## config.mk

```make
export PLATFORM = sky130hd
export DESIGN_NAME = regfile_wr_queue
export DESIGN_NICKNAME = d
export VERILOG_FILES = /design/src/rtl/regfile_wr_queue.sv
export SDC_FILE = /design/constraint.sdc
export NUM_CORES = 1
export LEC_CHECK = 0
export BUFFER_PORTS_ARGS = -buffer_cell sky130_fd_sc_hd__buf_4
export CAP_MARGIN = 25
export CELL_PAD_IN_SITES_DETAIL_PLACEMENT = 0
export CELL_PAD_IN_SITES_GLOBAL_PLACEMENT = 1
export CORE_MARGIN = 2
export CORE_UTILIZATION = 43
export CTS_BUF_LIST = sky130_fd_sc_hd__clkbuf_4
export CTS_CLUSTER_SIZE = 20
export DETAILED_ROUTE_END_ITERATION = 6
export HOLD_SLACK_MARGIN = 0.03
export PLACE_DENSITY = 0.74
export SLEW_MARGIN = 30
export SYNTH_ARGS = -nofsm -noshare
export SYNTH_HDL_FRONTEND = slang
export SYNTH_SLANG_ARGS = --single-unit
```

## constraint.sdc

```tcl
create_clock -name clk -period 2.6 [get_ports clk]
set_input_delay 0.52 -clock clk [delete_from_list [all_inputs] [get_ports clk]]
set_output_delay 0.52 -clock clk [all_outputs]
set_load 0.005 [all_outputs]
```

## src/rtl/regfile_wr_queue.sv

```systemverilog
// ============================================================================
// regfile_wr_queue : in-order write queue in front of a small register array,
//                    with youngest-entry read forwarding.
// Revision: 1.0
// ============================================================================
`default_nettype none

module regfile_wr_queue #(
  parameter int               WIDTH  = 16,
  parameter int               NREGS  = 2,
  parameter int               ADDR_W = 1,
  parameter int               DEPTH  = 4,
  parameter logic [WIDTH-1:0] INIT   = '0
) (
  input  logic                     clk,
  input  logic                     reset,
  input  logic                     wr_valid,
  output logic                     wr_ready,
  input  logic [ADDR_W-1:0]        wr_addr,
  input  logic [WIDTH-1:0]         wr_data,
  input  logic                     drain_en,
  input  logic [ADDR_W-1:0]        rd_addr,
  output logic [WIDTH-1:0]         rd_data,
  output logic [$clog2(DEPTH):0]   pend_count,
  output logic                     commit_valid,
  output logic [ADDR_W-1:0]        commit_addr,
  output logic                     err_oor
);

  localparam int                PTR_W   = $clog2(DEPTH);
  localparam int                CNT_W   = PTR_W + 1;
  localparam logic [CNT_W-1:0]  DEPTH_C = CNT_W'(DEPTH);
  localparam logic [ADDR_W:0]   NREGS_C = (ADDR_W+1)'(NREGS);

  logic [ADDR_W-1:0] addr_q [DEPTH];
  logic [ADDR_W-1:0] addr_d [DEPTH];
  logic [WIDTH-1:0]  data_q [DEPTH];
  logic [WIDTH-1:0]  data_d [DEPTH];
  logic [WIDTH-1:0]  regs_q [NREGS];
  logic [WIDTH-1:0]  regs_d [NREGS];
  logic [PTR_W-1:0]  head_q, head_d;
  logic [PTR_W-1:0]  tail_q, tail_d;
  logic [CNT_W-1:0]  count_q, count_d;
  logic              commit_valid_q, commit_valid_d;
  logic [ADDR_W-1:0] commit_addr_q, commit_addr_d;
  logic              err_oor_q, err_oor_d;

  logic              do_enq;
  logic              do_commit;
  logic [ADDR_W-1:0] head_addr;
  logic [WIDTH-1:0]  head_data;
  logic              head_in_range;

  assign wr_ready      = (count_q < DEPTH_C);
  assign do_enq        = wr_valid && wr_ready;
  assign do_commit     = drain_en && (count_q != '0);
  assign head_addr     = addr_q[head_q];
  assign head_data     = data_q[head_q];
  assign head_in_range = ({1'b0, head_addr} < NREGS_C);

  always_comb begin
    addr_d         = addr_q;
    data_d         = data_q;
    regs_d         = regs_q;
    head_d         = head_q;
    tail_d         = tail_q;
    count_d        = count_q;
    commit_valid_d = do_commit;
    commit_addr_d  = commit_addr_q;
    err_oor_d      = err_oor_q;

    if (do_enq) begin
      addr_d[tail_q] = wr_addr;
      data_d[tail_q] = wr_data;
      tail_d         = tail_q + PTR_W'(1);
    end

    if (do_commit) begin
      head_d        = head_q + PTR_W'(1);
      commit_addr_d = head_addr;
      if (head_in_range) begin
        for (int r = 0; r < NREGS; r++) begin
          if (head_addr == ADDR_W'(r)) regs_d[r] = head_data;
        end
      end else begin
        err_oor_d = 1'b1;
      end
    end

    // Simultaneous enqueue and commit leave the occupancy unchanged.
    case ({do_enq, do_commit})
      2'b10:   count_d = count_q + CNT_W'(1);
      2'b01:   count_d = count_q - CNT_W'(1);
      default: count_d = count_q;
    endcase
  end

  always_ff @(posedge clk) begin
    if (reset) begin
      for (int i = 0; i < DEPTH; i++) begin
        addr_q[i] <= '0;
        data_q[i] <= '0;
      end
      for (int r = 0; r < NREGS; r++) regs_q[r] <= INIT;
      head_q         <= '0;
      tail_q         <= '0;
      count_q        <= '0;
      commit_valid_q <= 1'b0;
      commit_addr_q  <= '0;
      err_oor_q      <= 1'b0;
    end else begin
      addr_q         <= addr_d;
      data_q         <= data_d;
      regs_q         <= regs_d;
      head_q         <= head_d;
      tail_q         <= tail_d;
      count_q        <= count_d;
      commit_valid_q <= commit_valid_d;
      commit_addr_q  <= commit_addr_d;
      err_oor_q      <= err_oor_d;
    end
  end

  logic             fwd_hit;
  logic [WIDTH-1:0] fwd_data;
  logic [WIDTH-1:0] arr_data;

  // Walk oldest to youngest so the youngest matching entry is the last one kept.
  always_comb begin
    fwd_hit  = 1'b0;
    fwd_data = '0;
    for (int i = 0; i < DEPTH; i++) begin
      if ((CNT_W'(i) < count_q) &&
          (addr_q[PTR_W'(head_q + PTR_W'(i))] == rd_addr)) begin
        fwd_hit  = 1'b1;
        fwd_data = data_q[PTR_W'(head_q + PTR_W'(i))];
      end
    end
  end

  always_comb begin
    arr_data = '0;
    for (int r = 0; r < NREGS; r++) begin
      if (rd_addr == ADDR_W'(r)) arr_data = regs_q[r];
    end
  end

  assign rd_data      = fwd_hit ? fwd_data : arr_data;
  assign pend_count   = count_q;
  assign commit_valid = commit_valid_q;
  assign commit_addr  = commit_addr_q;
  assign err_oor      = err_oor_q;

endmodule

`default_nettype wire

```

==> results list, run 1 <==
- First-pass GRT wire length: ~29 mm
* Total power: about 6.4 mW
- Average routed wire per standard cell: ~18 um
- Global routing usage summed across all routing layers: 22.0%
- Cts hold-fix bufs: 0
- The area growth from synthesis to layout is 16.9%.
* Detailed router's first-iteration violation count: roughly 410
- Post-synth EDFFs: 0
* Required arrival time at the worst endpoint: between 2000 and 2500 ps
- Syn nets: approximately 770
- The floorplan step defined a core boundary enclosing 15800 um2.
- Hold WS: roughly 260 ps
- Fill cells: 1447
* CTS Sinks: roughly 110
- Source-to-sink clock delay at the later pin of the worst-skew pair: roughly 500 ps
- Across the whole layout, storage elements account for 2190 um2.
* Synthesis-stage register bit count: ~110
- Measured in cells, the most critical reg-to-reg path has a length of 9.
* Net total in the final layout: slightly above 800
- Least-Margin Pin Slew: 758 ps
- The H-tree was split into 3 levels.
- Asr flop ratio synth: 0%
* Final Hold Violating Endpoints: 0
* Num ports: 45
- TritonCTS Buffers: 9
* Die width: ~130 um
- The critical path ends at rd_data[12].
- Endpoint of the worst-slack reg-to-reg timing path: pend_count[2]
- The mapped netlist covers 6940 um2.
- The final critical path takes up 127% of the cycle.
- Measured on the finished design, the core utilization comes to between 50% and 60%.
- Timing analysis after detailed placement gives a worst setup slack of -114 ps.
* Pin count of the biggest net entering global routing: 61
- Number of instances in the synthesized netlist: about 740
- Tracing the worst setup path back leads to its startpoint at head_q[0].
* Crit. End Element: output pin
- Tightest Hold Check Type: input port to flop
- Area of combinational cells with multiple inputs: roughly 4500 um2
- RR Startpoint: pend_count[0]
* Synth top cells by count: 170 x sky130_fd_sc_hd__nand2_1, 109 x sky130_fd_sc_hd__dfxtp_1, 72 x sky130_fd_sc_hd__a21oi_1, 68 x sky130_fd_sc_hd__mux4_2, 52 x sky130_fd_sc_hd__nor2_1
* Starting Density: 43.9%
* Dominant register cell in the synthesized netlist: sky130_fd_sc_hd__dfxtp_1
* DR vias: approximately 5900
- Synth top area share: about a third
- Synthesis warning total: 0
* Register clock-pin slew on the reported worst setup and hold paths: between 150 and 200 ps
* Clock tree from TritonCTS: done
- Run status: finished, violations left
- Number of max-capacitance violations reported: 0
- Data arrival at the endpoint of the critical path: roughly 2800 ps
- Biggest area contributors in the synthesized netlist: sky130_fd_sc_hd__dfxtp_1 31%, sky130_fd_sc_hd__mux4_2 22%, sky130_fd_sc_hd__nand2_1 9.2%
- The number of antenna violations at the first check in global routing was 1.
- Number of max-slew violations in the final report: 0
- In this run the mean area of a mapped cell was a little over 9 um2.
* Slew margin rel.: approximately half
- Dividing the detail-routed via count by the number of cells gives just under 6.
- Dividing total power by cell area gives a power density of slightly below 800 nW/um2.
- Counting I/O delays and the setup requirement, the final critical path takes around 3300 ps.
- The floorplan step defined a die boundary enclosing about 17000 um2.
- Setup violations remaining at the end of the flow were counted as 16.
- In this run the worst path has a maximum fanout of 7.
* Highest clock rate: just over 300 MHz
- Setup slack of the most critical reg-to-reg path: approximately 300 ps
* Hpwl dp: between 10 and 15 mm
- The die is between 100 and 150 um tall.
- Leading area contributor after synthesis: sky130_fd_sc_hd__dfxtp_1
- On the final layout, the worst clock skew is between 20 and 30 ps.
- In this run the static leakage power is about 3 nW.
* Fraction of layout instances using a drive strength above 1: between 20% and 30%
* Most common cell in the netlist: sky130_fd_sc_hd__nand2_1
* Number of core rows: 46
- After synthesis, the netlist uses between 40 and 50 different library cells.
- Largest vdd supply drop: about 0.00035 V
* Sequential-to-total area share from yosys stat: a little under a third
* Port Buf Inserts: 43
* Detailed-route DRC error count: 0
- Maximum buffer depth of the clock tree: 2
- In this run the remaining antenna-violating nets after routing total 0.
- Clock root buffer master: sky130_fd_sc_hd__clkbuf_4
- Violated checks: setup timing
- Summed over all layers, the global routing overflow is 0.
- Number of global-route vias before repair: 5402
* Setup repair after global routing missed its margin: yes
- Initial DRT Pass Iterations: 5
* Type of element launching the critical path: flop
- At the end of routability-driven placement, the weighted congestion stood at ~0.9.
- Summed over all layers, the routed wires come to 18.6 mm.
- Once routing completed, OpenROAD measured the worst setup slack at -692 ps.
- Type of the worst setup path: flop to output pin
==> kinds of logic after synthesis <==
| group | after synthesis | synth area share [%] |
|---|---|---|
| AND/OR/NAND/NOR | 266 | 16.3 |
| AO/OA/AOI/OAI | 157 | 14.8 |
| multiplexers | 118 | 29.3 |
| flip-flops | 109 | 31.4 |
| buffers and inverters | 74 | 5.10 |
| adder cells (fa/ha/maj) | 9 | 1.62 |
| XOR/XNOR | 9 | 1.35 |
| other | 1 | 0.0540 |
==> worst min path at each step <==
stage	startpoint	endpoint	slack [ps]	cells past startpoint
finish	wr_data[11]	data_q[27]	260	3
global route	wr_data[15]	data_q[31]	230	3
CTS	wr_data[11]	data_q[27]	230	3
detailed placement	commit_addr	commit_addr	450	2
global placement	commit_addr	commit_addr	450	2
floorplan	commit_addr	commit_addr	450	2
==> cell type report <==
| type | instances | area share (%) |
|---|---|---|
| diodes | 1 | 0.0308 |
| clock buffers | 9 | 0.832 |
| clock inverters | 7 | 1.09 |
| inverters | 9 | 0.416 |
| multi-input cells | 561 | 55.7 |
| flip-flops and latches | 109 | 27.0 |
| well taps | 216 | 3.33 |
| repair buffers | 109 | 11.6 |
==> sequential cells by signal (all words and copies together), names as in the netlist <==
signal        cells
addr_q            4
commit_addr       1
commit_valid      1
data_q           64
head_q            2
pend_count        3
regs_q           32
tail_q            2
==> through the flow <==
step	instances	TNS [ps]	cell area [um2]
finish	1021	-10360	8120
global route	1021	-11500	8120
CTS	1018	-9890	7990
detailed placement	997	-744	7770
global placement	997	-108	7770
floorplan	743	0	6940
==> power by group <==
group          leakage [nW]  internal [mW]  switching (mW)  total (mW)
sequential            0.887           1.81           0.144        1.96
clock                0.0821          0.317           0.649       0.966
combinational          1.99           1.75            1.74        3.50
total                  2.96           3.88            2.54        6.42
==> worst max-delay path, stage by stage, from the launching register on <==
cell                       delay, ps
sky130_fd_sc_hd__dfxtp_4         390
sky130_fd_sc_hd__mux4_2          560
sky130_fd_sc_hd__buf_6           150
sky130_fd_sc_hd__a211o_1         310
sky130_fd_sc_hd__nand3_4         160
sky130_fd_sc_hd__buf_12          140
sky130_fd_sc_hd__a211oi_1         70
sky130_fd_sc_hd__a221oi_2        320
sky130_fd_sc_hd__buf_4           170
==> layer usage <==
| metal | track usage, % | up-vias | wire [um] |
|---|---|---|---|
| li1 | - | 2823 | - |
| met1 | 32.9 | 2906 | 8780 |
| met2 | 33.3 | 177 | 8610 |
| met3 | 2.88 | 23 | 958 |
| met4 | 7.07 | 0 | 264 |
| met5 | 0 | - | 0 |
==> what timing repair did <==
| item | in CTS | in global routing |
|---|---|---|
| endpoints found under the setup margin | 16 | 16 |
| gates cloned | 2 | 1 |
| buffers inserted | 3 | 1 |
| pin swaps | 7 | 6 |
| resized for setup | 14 | 19 |
==> cells in the final DEF (no fill, tap or decap), types with 4 or more instances in the layout <==
master / count
sky130_fd_sc_hd__nand2_1: 170
sky130_fd_sc_hd__dfxtp_1: 103
sky130_fd_sc_hd__buf_4: 97
sky130_fd_sc_hd__a21oi_1: 72
sky130_fd_sc_hd__mux4_2: 68
sky130_fd_sc_hd__nor2_1: 52
sky130_fd_sc_hd__mux2i_1: 47
sky130_fd_sc_hd__o21ai_0: 18
sky130_fd_sc_hd__and3_1: 12
sky130_fd_sc_hd__o22ai_1: 11
sky130_fd_sc_hd__nor3b_1: 11
sky130_fd_sc_hd__a221oi_2: 11
sky130_fd_sc_hd__o21ai_1: 9
sky130_fd_sc_hd__ha_1: 9
sky130_fd_sc_hd__clkbuf_4: 9
sky130_fd_sc_hd__buf_12: 8
sky130_fd_sc_hd__inv_1: 7
sky130_fd_sc_hd__a32oi_1: 7
sky130_fd_sc_hd__a211oi_1: 7
sky130_fd_sc_hd__nand3_1: 5
sky130_fd_sc_hd__and2_1: 5
sky130_fd_sc_hd__xnor2_1: 4
sky130_fd_sc_hd__dfxtp_2: 4
Note: power is estimated with default switching activity, not from simulation.
==> run 2: changes to the inputs <==
--- a/config.mk
+++ b/config.mk
@@ -8,13 +8,13 @@
 export BUFFER_PORTS_ARGS = -buffer_cell sky130_fd_sc_hd__buf_4
 export CAP_MARGIN = 25
-export CELL_PAD_IN_SITES_DETAIL_PLACEMENT = 0
-export CELL_PAD_IN_SITES_GLOBAL_PLACEMENT = 1
+export CELL_PAD_IN_SITES_DETAIL_PLACEMENT = 1
+export CELL_PAD_IN_SITES_GLOBAL_PLACEMENT = 2
 export CORE_MARGIN = 2
-export CORE_UTILIZATION = 43
+export CORE_UTILIZATION = 36
 export CTS_BUF_LIST = sky130_fd_sc_hd__clkbuf_4
 export CTS_CLUSTER_SIZE = 20
 export DETAILED_ROUTE_END_ITERATION = 6
 export HOLD_SLACK_MARGIN = 0.03
-export PLACE_DENSITY = 0.74
+export PLACE_DENSITY = 0.75
 export SLEW_MARGIN = 30
 export SYNTH_ARGS = -nofsm -noshare
==> constraint.sdc (replaced) <==
create_clock -name clk -period 2.6 [get_ports clk]
set_input_delay 0.39 -clock clk [delete_from_list [all_inputs] [get_ports clk]]
set_output_delay 0.39 -clock clk [all_outputs]
set_load 0.005 [all_outputs]
==> run 2 against run 1 <==
Net effect:
- the run still ends with setup timing left
- clock skew is 4.3 ps lower
- final cell count rose by 3.7%
- register-to-register slack got worse by 50 ps
- die area up 19%
- first-iteration DRC count down 16%
- fmax grew 2.6%
- global-route usage is 0.23 points lower
- highest routed layer unchanged
==> results list, run 2 (same netlist as run 1, synthesis figures left out) <==
* Net switching component of the power: 2.71 mW (+6.7%)
- Antenna violations before repair: 1 (unchanged)
- The first-pass detailed-route iteration total is 4 (-1).
- Die width: 143 um (+9.0%)
* Final setup violation count: 16 (unchanged)
- The clock slew seen by the registers of the worst setup and hold paths came to 200 ps (about the same).
- Type of the worst setup path: flop to output pin
- The final weighted congestion in routability-driven placement came to 0.897 (-2.6%).
- Floorplan die area: 20400 um2 (+19%)
- Setup slack of the most critical reg-to-reg path: 250 ps (-50 ps)
- Critical path cell sequence: mux4_2 -> buf_12 -> xnor2_4 -> clkbuf_16 -> nor3b_2 -> o21ai_1 -> a221oi_2 -> buf_4
* CTS Sinks: 109 (unchanged)
- data_q holds more flip-flops than any other register.
- The headroom to the max-slew limit is 45.2% (-4.1 points).
- STA classifies the critical path startpoint as a flop.
- TritonCTS built the clock tree.
* Total power: 6.66 mW (+3.7%)
- The worst hold path begins at wr_data[6].
* Fraction of layout instances using a drive strength above 1: 30.9% (+1.5 points)
* Tightest Hold Check Type: input port to flop
* Count of buffer and inverter cells on the critical path: 3 (unchanged)
- Number of max-slew violations in the final report: 0 (unchanged)
- The maximum number of pins on one net before global-route repair was 66 (+8.2%).
- Net total in the final layout: 823 (-0.84%)
- The cell row count was 50 (+8.7%).
- Final worst setup slack: -608 ps (+84.8 ps)
- Violated checks: setup timing
* Post-detailed-routing wire length: 21.7 mm (+17%)
- The root buffer cell chosen for the clock tree is sky130_fd_sc_hd__clkbuf_4.
- The maximum cell stage delay along the critical path was 610 ps (+50 ps).
* Cell with the largest stage delay on the worst path: sky130_fd_sc_hd__mux4_2
- Source-to-sink clock delay at the later pin of the worst-skew pair: 510 ps (about the same)
- The number of max-capacitance violations reported is 0 (unchanged).
- The path length in cells of the critical path is 8 (unchanged).
- Internal power: 3.96 mW (+1.8%)
- In the layout the commonest cells are 170 x sky130_fd_sc_hd__nand2_1, 103 x sky130_fd_sc_hd__dfxtp_1, 84 x sky130_fd_sc_hd__buf_4.
- Worst hold path stage count: 3 (unchanged)
- Overflow left after global routing: 0 (unchanged)
- The count of boundary I/O pins came to 45 (unchanged).
* Static Leak: 2.98 nW (+0.77%)
- The transition time at the pin with the least slew margin was 820 ps (+61.7 ps).
* Port Buf Inserts: 43 (unchanged)
- The routed wire length per instance was 20.5 um (+12%).
- Sum Neg Setup Slack: -8620 ps (+1740 ps)
- Y dimension of the die: 143 um (+9.0%)
* Hpwl dp: 15.3 mm (+15%)
- Final core utilization: 44.1% (-7.2 points)
* Data arrival at the endpoint of the critical path: 2820 ps (+50 ps)
* Crit. End Element: output pin
- The area occupied by registers was 2190 um2 (unchanged).
* Required arrival time at the worst endpoint: 2210 ps (+130 ps)
- Combinational fraction of design power: 55.3% (+0.8 points)
- Setup repair after global routing missed its margin: yes
- Detailed-route DRC error count: 0 (unchanged)
* Cell area after placement: 7720 um2 (-0.61%)
- The number of H-tree levels came to 3 (unchanged).
* Sequential share of power: 29.6% (-0.9 points)
* RR Startpoint: pend_count[0]
* Leading cell type in the layout, fill and taps excluded: sky130_fd_sc_hd__nand2_1
- The violation count after the first detailed-route iteration was 343 (-16%).
- Clock power frac: 15.1% (about the same)
- TritonCTS Buffers: 9 (unchanged)
- The endpoint identified for the worst register-to-register timing path is pend_count[2].
- Worst Reg-to-Reg Cells: 9 (unchanged)
* Largest vdd supply drop: 0.000270 V (-22%)
* DR vias: 6012 (+1.4%)
- Largest delay contributor family on the critical path: multiplexers
* Post-DRT Antenna Nets: 0 (unchanged)
- Hold Path End: data_q[38]
- Layout overhead on the synthesized area: 19.5%
* Maximum buffer depth of the clock tree: 2 (unchanged)
- The clock skew after layout was 24.6 ps (-4.31 ps).
- The first-pass GRT wire length was 34.2 mm (+18%).
- The starting density of the core was 36.9% (-7.0 points).
- Run status: finished, violations left
- Per-cell via count in the routed design: 5.68 (-2.2%)
- The achievable frequency was 312 MHz (+2.6%).
* Design Area, Final: 8300 um2 (+2.2%)
- The area inside the core boundary is 18800 um2 (+19%).
- Net Sw Frac: 40.6% (+1.1 points)
- The power per cell area is 803 nW/um2 (+1.5%).
- Biggest regs: data_q x64, regs_q x32, addr_q x4
- Fill cells: 2163 (+49%)
- The final period demand of the worst path was 3210 ps (-84.8 ps).
- Max Fanout on Critical Path: 5 (-2)
- Global routing usage summed across all routing layers: 21.8% (-0.23 points)
- The count of endpoints failing hold in the final timing report is 0 (unchanged).
* Flip-flop count of the largest register, all copies and words added: 64 (unchanged)
- The final period utilization was 123% (-3.3 points).
* Number of global-route vias before repair: 6067 (+12%)
- Area of combinational cells with multiple inputs: 4590 um2 (+1.6%)
[run 2: tightest hold or removal path, cell delays in order]
cell,delay [ps]
sky130_fd_sc_hd__buf_4,120
sky130_fd_sc_hd__nand2_1,50
sky130_fd_sc_hd__a21oi_1,50
[run 2: worst max path at each step]
stage | from | end | slack (ps)
3_5_place_dp | head_q[1] | rd_data[3] | -20
3_3_place_gp | head_q[0] | rd_data[3] | 70
6_report | head_q[0] | rd_data[4] | -610
4_1_cts | head_q[0] | rd_data[12] | -560
2_1_floorplan | head_q[1] | rd_data[10] | 200
5_1_grt | head_q[0] | rd_data[7] | -690
[run 2: metal layers]
metal  GRT usage [%]  routed length [um]  vias up
li1                -                   -     2800
met1            31.5               10500     3077
met2            34.8               10200      113
met3            2.28                 587       22
met4            6.20                 356        0
met5               0                   0        -
[run 2: stage by stage]
step	std cells	hold WS [ps]	setup WS [ps]
after detailed placement	1029	468	-17.8
after CTS	1053	84.1	-556
after global routing	1059	97.6	-693
after global placement	1029	450	68.8
final	1059	119	-608
after floorplan	743	453	199
[run 2: cell type report]
class,instances,area share [%]
multi-input combinational,561,55.3
sequential,109,26.4
timing repair buffer,102,11.8
tap,260,3.92
clock inverter,7,1.21
clock buffer,9,0.814
inverter,9,0.407
antenna,2,0.0603
[run 2: timing repair]
| item | CTS | global route |
|---|---|---|
| hold endpoints to repair | 0 | 0 |
| setup endpoints to repair | 16 | 16 |
| gates resized for setup | 38 | 20 |
| setup buffers | 5 | 2 |
| gates cloned | 3 | 2 |
| hold buffers | 0 | 0 |
| pin swaps | 15 | 18 |
[run 2: power by group through the flow]
stage                     combinational, mW  sequential (mW)  clock (mW)
after floorplan                        2.11             1.94           0
after global placement                 3.11             1.99           0
after detailed placement               3.19             2.01           0
after CTS                              3.55             1.97        1.03
after global routing                   3.96             2.00        1.09
final                                  3.68             1.97        1.01
==> run 3: changes to the inputs <==
ABC_AREA = 1   (was unset)
CORE_ASPECT_RATIO = 1.4   (was unset)
CORE_UTILIZATION = 31   (was 36)
==> run 3 against run 2 <==
Net effect:
- the flow still finishes with violations (setup timing)
- power increased by 25%
- final cell count increased by 27%
- flip-flop and latch count unchanged
- clock-buffer cell count unchanged
- setup slack improved by 390 ps
- combinational power increased by 46%
- sequential share of layout area increased by 0.87 points
- critical path depth increased by 3
- critical path type unchanged
- largest cell class unchanged
==> results list, run 3 <==
- Layout overhead on the synthesized area: 21.7%
* Final period demand of the worst path: 2810 ps (-394 ps)
* Synthesis-stage register bit count: 109 (unchanged)
* Clock tree from TritonCTS: done
- Static Leak: 3.24 nW (+8.5%)
* Combined area of all synthesized cells: 6590 um2 (-5.1%)
- Global routing usage summed across all routing layers: 20.0% (-1.8 points)
- Leading cell type in the layout, fill and taps excluded: sky130_fd_sc_hd__nand2_1
* Num ports: 45 (unchanged)
- Cell with the largest stage delay on the worst path: sky130_fd_sc_hd__dfxtp_4
* Max Fanout on Critical Path: 29 (+24)
- The clock skew after layout was 27.0 ps (+2.38 ps).
* PwrDens: 1040 nW/um2 (+30%)
- Number of instances in the synthesized netlist: 1045 (+41%)
- The count of nets after finishing is 1110 (+35%).
- Floorplan die area: 22400 um2 (+10%)
- Counting stages on the worst path, the most repeated cell is sky130_fd_sc_hd__nand2_1.
* Fraction of layout instances using a drive strength above 1: 18.9% (-12 points)
* Flip-flop count of the largest register, all copies and words added: 64 (unchanged)
- DR vias: 6777 (+13%)
- STA classifies the critical path startpoint as a flop.
- The placed instance count was 1298 (+26%).
* Top register by number of flip-flops: data_q
- Per-cell via count in the routed design: 5.04 (-11%)
- The total nets after synthesis is 1076 (+39%).
- Data arrival at the endpoint of the critical path: 2420 ps (-400 ps)
* Sequential-to-total area share from yosys stat: 33.1% (+1.7 points)
* Cts hold-fix bufs: 0 (unchanged)
- The share of synthesized flip-flops with an asynchronous set or reset was 0% (unchanged).
* Sum Neg Setup Slack: -2960 ps (+5660 ps)
- Number of cells in the finished layout apart from fillers: 1345 (+27%)
- Run status: finished, violations left
* Synth top cells by count: 292 x sky130_fd_sc_hd__nand2_1, 178 x sky130_fd_sc_hd__o21ai_0, 109 x sky130_fd_sc_hd__a21oi_1, 109 x sky130_fd_sc_hd__dfxtp_1, 73 x sky130_fd_sc_hd__nand3_1
* Number of max-slew violations in the final report: 0 (unchanged)
- The number of flops mapped to enable cells by yosys came to 0 (unchanged).
* Register clock-pin slew on the reported worst setup and hold paths: 190 ps (about the same)
- The detailed-route DRC error count is 0 (unchanged).
* Period utilisation layout: 108% (-15 points)
- Yosys cell types: 33 (-33%)
- The signal on the critical path passes through buf_12 -> buf_4 -> clkbuf_16 -> o21a_1 -> or2_2 -> nand4_1 -> nand3_1 -> nand2_1 -> nand2_1 -> nand2_1 -> buf_4.
* Largest vdd supply drop: 0.000415 V (+54%)
- The transition time at the pin with the least slew margin was 658 ps (-162 ps).
- First-pass GRT wire length: 35.9 mm (+4.8%)
- The final HPWL from detailed placement was 15.1 mm (-1.3%).
- The vertical die dimension is 176 um (+24%).
- Clock root buffer master: sky130_fd_sc_hd__clkbuf_4
- Initial DRT Pass Iterations: 4 (unchanged)
- The number of max-capacitance violations reported was 0 (unchanged).
* Final worst setup slack: -214 ps (+394 ps)
* Die width: 127 um (-11%)
* Overflow left after global routing: 0 (unchanged)
- Largest stage delay on the critical path: 390 ps (-220 ps)
- Leading area contributor after synthesis: sky130_fd_sc_hd__dfxtp_1
* GP Congestion: 0.769 (-14%)
* Maximum buffer depth of the clock tree: 2 (unchanged)
- The post-placement setup slack is 248 ps (+265 ps).
- Violated checks: setup timing
- The number of antenna violations at the first check in global routing came to 1 (unchanged).
- The headroom to the max-slew limit was 56.1% (+11 points).
* Leading cell types in the layout, fill and taps excluded: 269 x sky130_fd_sc_hd__nand2_1, 129 x sky130_fd_sc_hd__o21ai_0, 106 x sky130_fd_sc_hd__a21oi_1
- Final Hold Violating Endpoints: 0 (unchanged)
- The starting density of the core came to 31.3% (-5.6 points).
- CTS Sinks: 109 (unchanged)
- The number of global-route vias before repair is 6606 (+8.9%).
- STA classifies the critical path endpoint as an output pin.
- Setup repair after global routing missed its margin: yes
- Required arrival time at the worst endpoint: 2210 ps (about the same)
* Tightest Hold Check Type: input port to flop
- Highest clock rate: 355 MHz (+14%)
- The violation count after the first detailed-route iteration was 344 (+0.29%).
* Port Buf Inserts: 43 (unchanged)
* Count of buffer and inverter cells on the critical path: 4 (+1)
- The number of routed nets with antenna violations is 0 (unchanged).
- TritonCTS Buffers: 9 (unchanged)
- The cell row count is 63 (+26%).
* Biggest area contributors in the synthesized netlist: sky130_fd_sc_hd__dfxtp_1 33%, sky130_fd_sc_hd__nand2_1 17%, sky130_fd_sc_hd__o21ai_0 14%
* Synth top area share: 33.1% (+1.7 points)
* Dominant register cell in the synthesized netlist: sky130_fd_sc_hd__dfxtp_1
* Biggest regs: data_q x64, regs_q x32, addr_q x4
- The final-report setup violation count came to 16 (unchanged).
* H-tree Lvls: 3 (unchanged)
* Source-to-sink clock delay at the later pin of the worst-skew pair: 530 ps (+20 ps)
* Pin count of the biggest net entering global routing: 68 (+3.0%)
- The critical path in this run is classified as flop to output pin.
- Area of the placeable core: 21000 um2 (+12%)
* Avg Inst Size Synth: 6.30 um2 (-33%)
- Post-detailed-routing wire length: 22.3 mm (+2.6%)
* Average routed wire per standard cell: 16.5 um (-19%)
- Synthesis warning total: 0 (unchanged)
- Yosys instantiated no cell more often than sky130_fd_sc_hd__nand2_1.
* Largest delay contributor family on the critical path: simple AND/OR/NAND/NOR gates
-- run 3: changes by cell type in the layout (fill, tap and decap cells not counted), moves of 46 or more --
cell                      delta
sky130_fd_sc_hd__o21ai_0   +114
sky130_fd_sc_hd__nand2_1    +99
sky130_fd_sc_hd__mux4_2     -68
sky130_fd_sc_hd__inv_1      +60
sky130_fd_sc_hd__nand3_1    +52
sky130_fd_sc_hd__mux2i_1    -46
-- run 3: area by class of cell --
class                   instances  area (um2)
well taps                     260         325
clock inverters                 7        56.3
multi-input cells             785        4010
diodes                          1        2.50
flip-flops and latches        109        2190
inverters                      73         299
clock buffers                   9        67.6
fillers                      2713       13000
repair buffers                100        1050
repair inverters                1        8.76
-- run 3: per-layer routing --
layer / GRT usage, % / share of wire, %
met1: 27.9 / 50
met3: 2.70 / 2.0
met2: 32.8 / 47
met5: 0 / 0
met4: 4.85 / 1.7
-- run 3: through the flow --
| step | hold slack [ps] | area (um2) | power, mW | utilization [%] |
|---|---|---|---|---|
| 2_1_floorplan | 429 | 6590 | 4.91 | - |
| 3_3_place_gp | 442 | 7110 | 6.14 | 33.8 |
| 3_5_place_dp | 449 | 7110 | 6.21 | 33.8 |
| 4_1_cts | 92.4 | 7700 | 7.94 | 36.6 |
| 5_1_grt | 79.7 | 8010 | 9.07 | 38.1 |
| 6_report | 129 | 8010 | 8.34 | 38.1 |
-- run 3: worst paths after layout --
| check | start | slack, ps | endpoint | cells past startpoint |
|---|---|---|---|---|
| hold reg to reg | regs_q[12] | 470 | regs_q[12] | 2 |
| hold / removal | wr_data[11] | 130 | data_q[11] | 3 |
| setup reg to reg | pend_count[0] | 530 | regs_q[19] | 9 |
| setup / recovery | head_q[0] | -210 | rd_data[7] | 11 |
-- run 3: what timing repair did --
item / in CTS / in global routing
setup buffers: 13 / 9
resized for setup: 87 / 66
setup endpoints to repair: 16 / 16
cloned: 4 / 4
pin swaps: 1 / 13
-- run 3: where the power goes --
| part | switching [mW] | total, mW | leakage [nW] | internal, mW |
|---|---|---|---|---|
| Combinational | 3.11 | 5.37 | 2.28 | 2.26 |
| Sequential | 0.161 | 2.11 | 0.890 | 1.95 |
| Clock | 0.659 | 0.870 | 0.0694 | 0.211 |
-- run 3: worst reg2reg max path: stages (launching register included) --
cell,delay (ps)
sky130_fd_sc_hd__dfxtp_2,430
sky130_fd_sc_hd__inv_1,110
sky130_fd_sc_hd__ha_1,200
sky130_fd_sc_hd__nand2_1,60
sky130_fd_sc_hd__nand2_1,200
sky130_fd_sc_hd__nor2_1,170
sky130_fd_sc_hd__buf_4,260
sky130_fd_sc_hd__inv_1,290
sky130_fd_sc_hd__nor2_1,170
sky130_fd_sc_hd__nor2_1,60
-- run 3: logic make-up after synthesis --
logic type	after synthesis	share of synthesized area (%)
buffers and inverters	151	9.92
adder cells (fa/ha/maj)	9	1.71
flip-flops	109	33.1
AND/OR/NAND/NOR	450	29.4
XOR/XNOR	1	0.133
AO/OA/AOI/OAI	324	25.7
other	1	0.0569
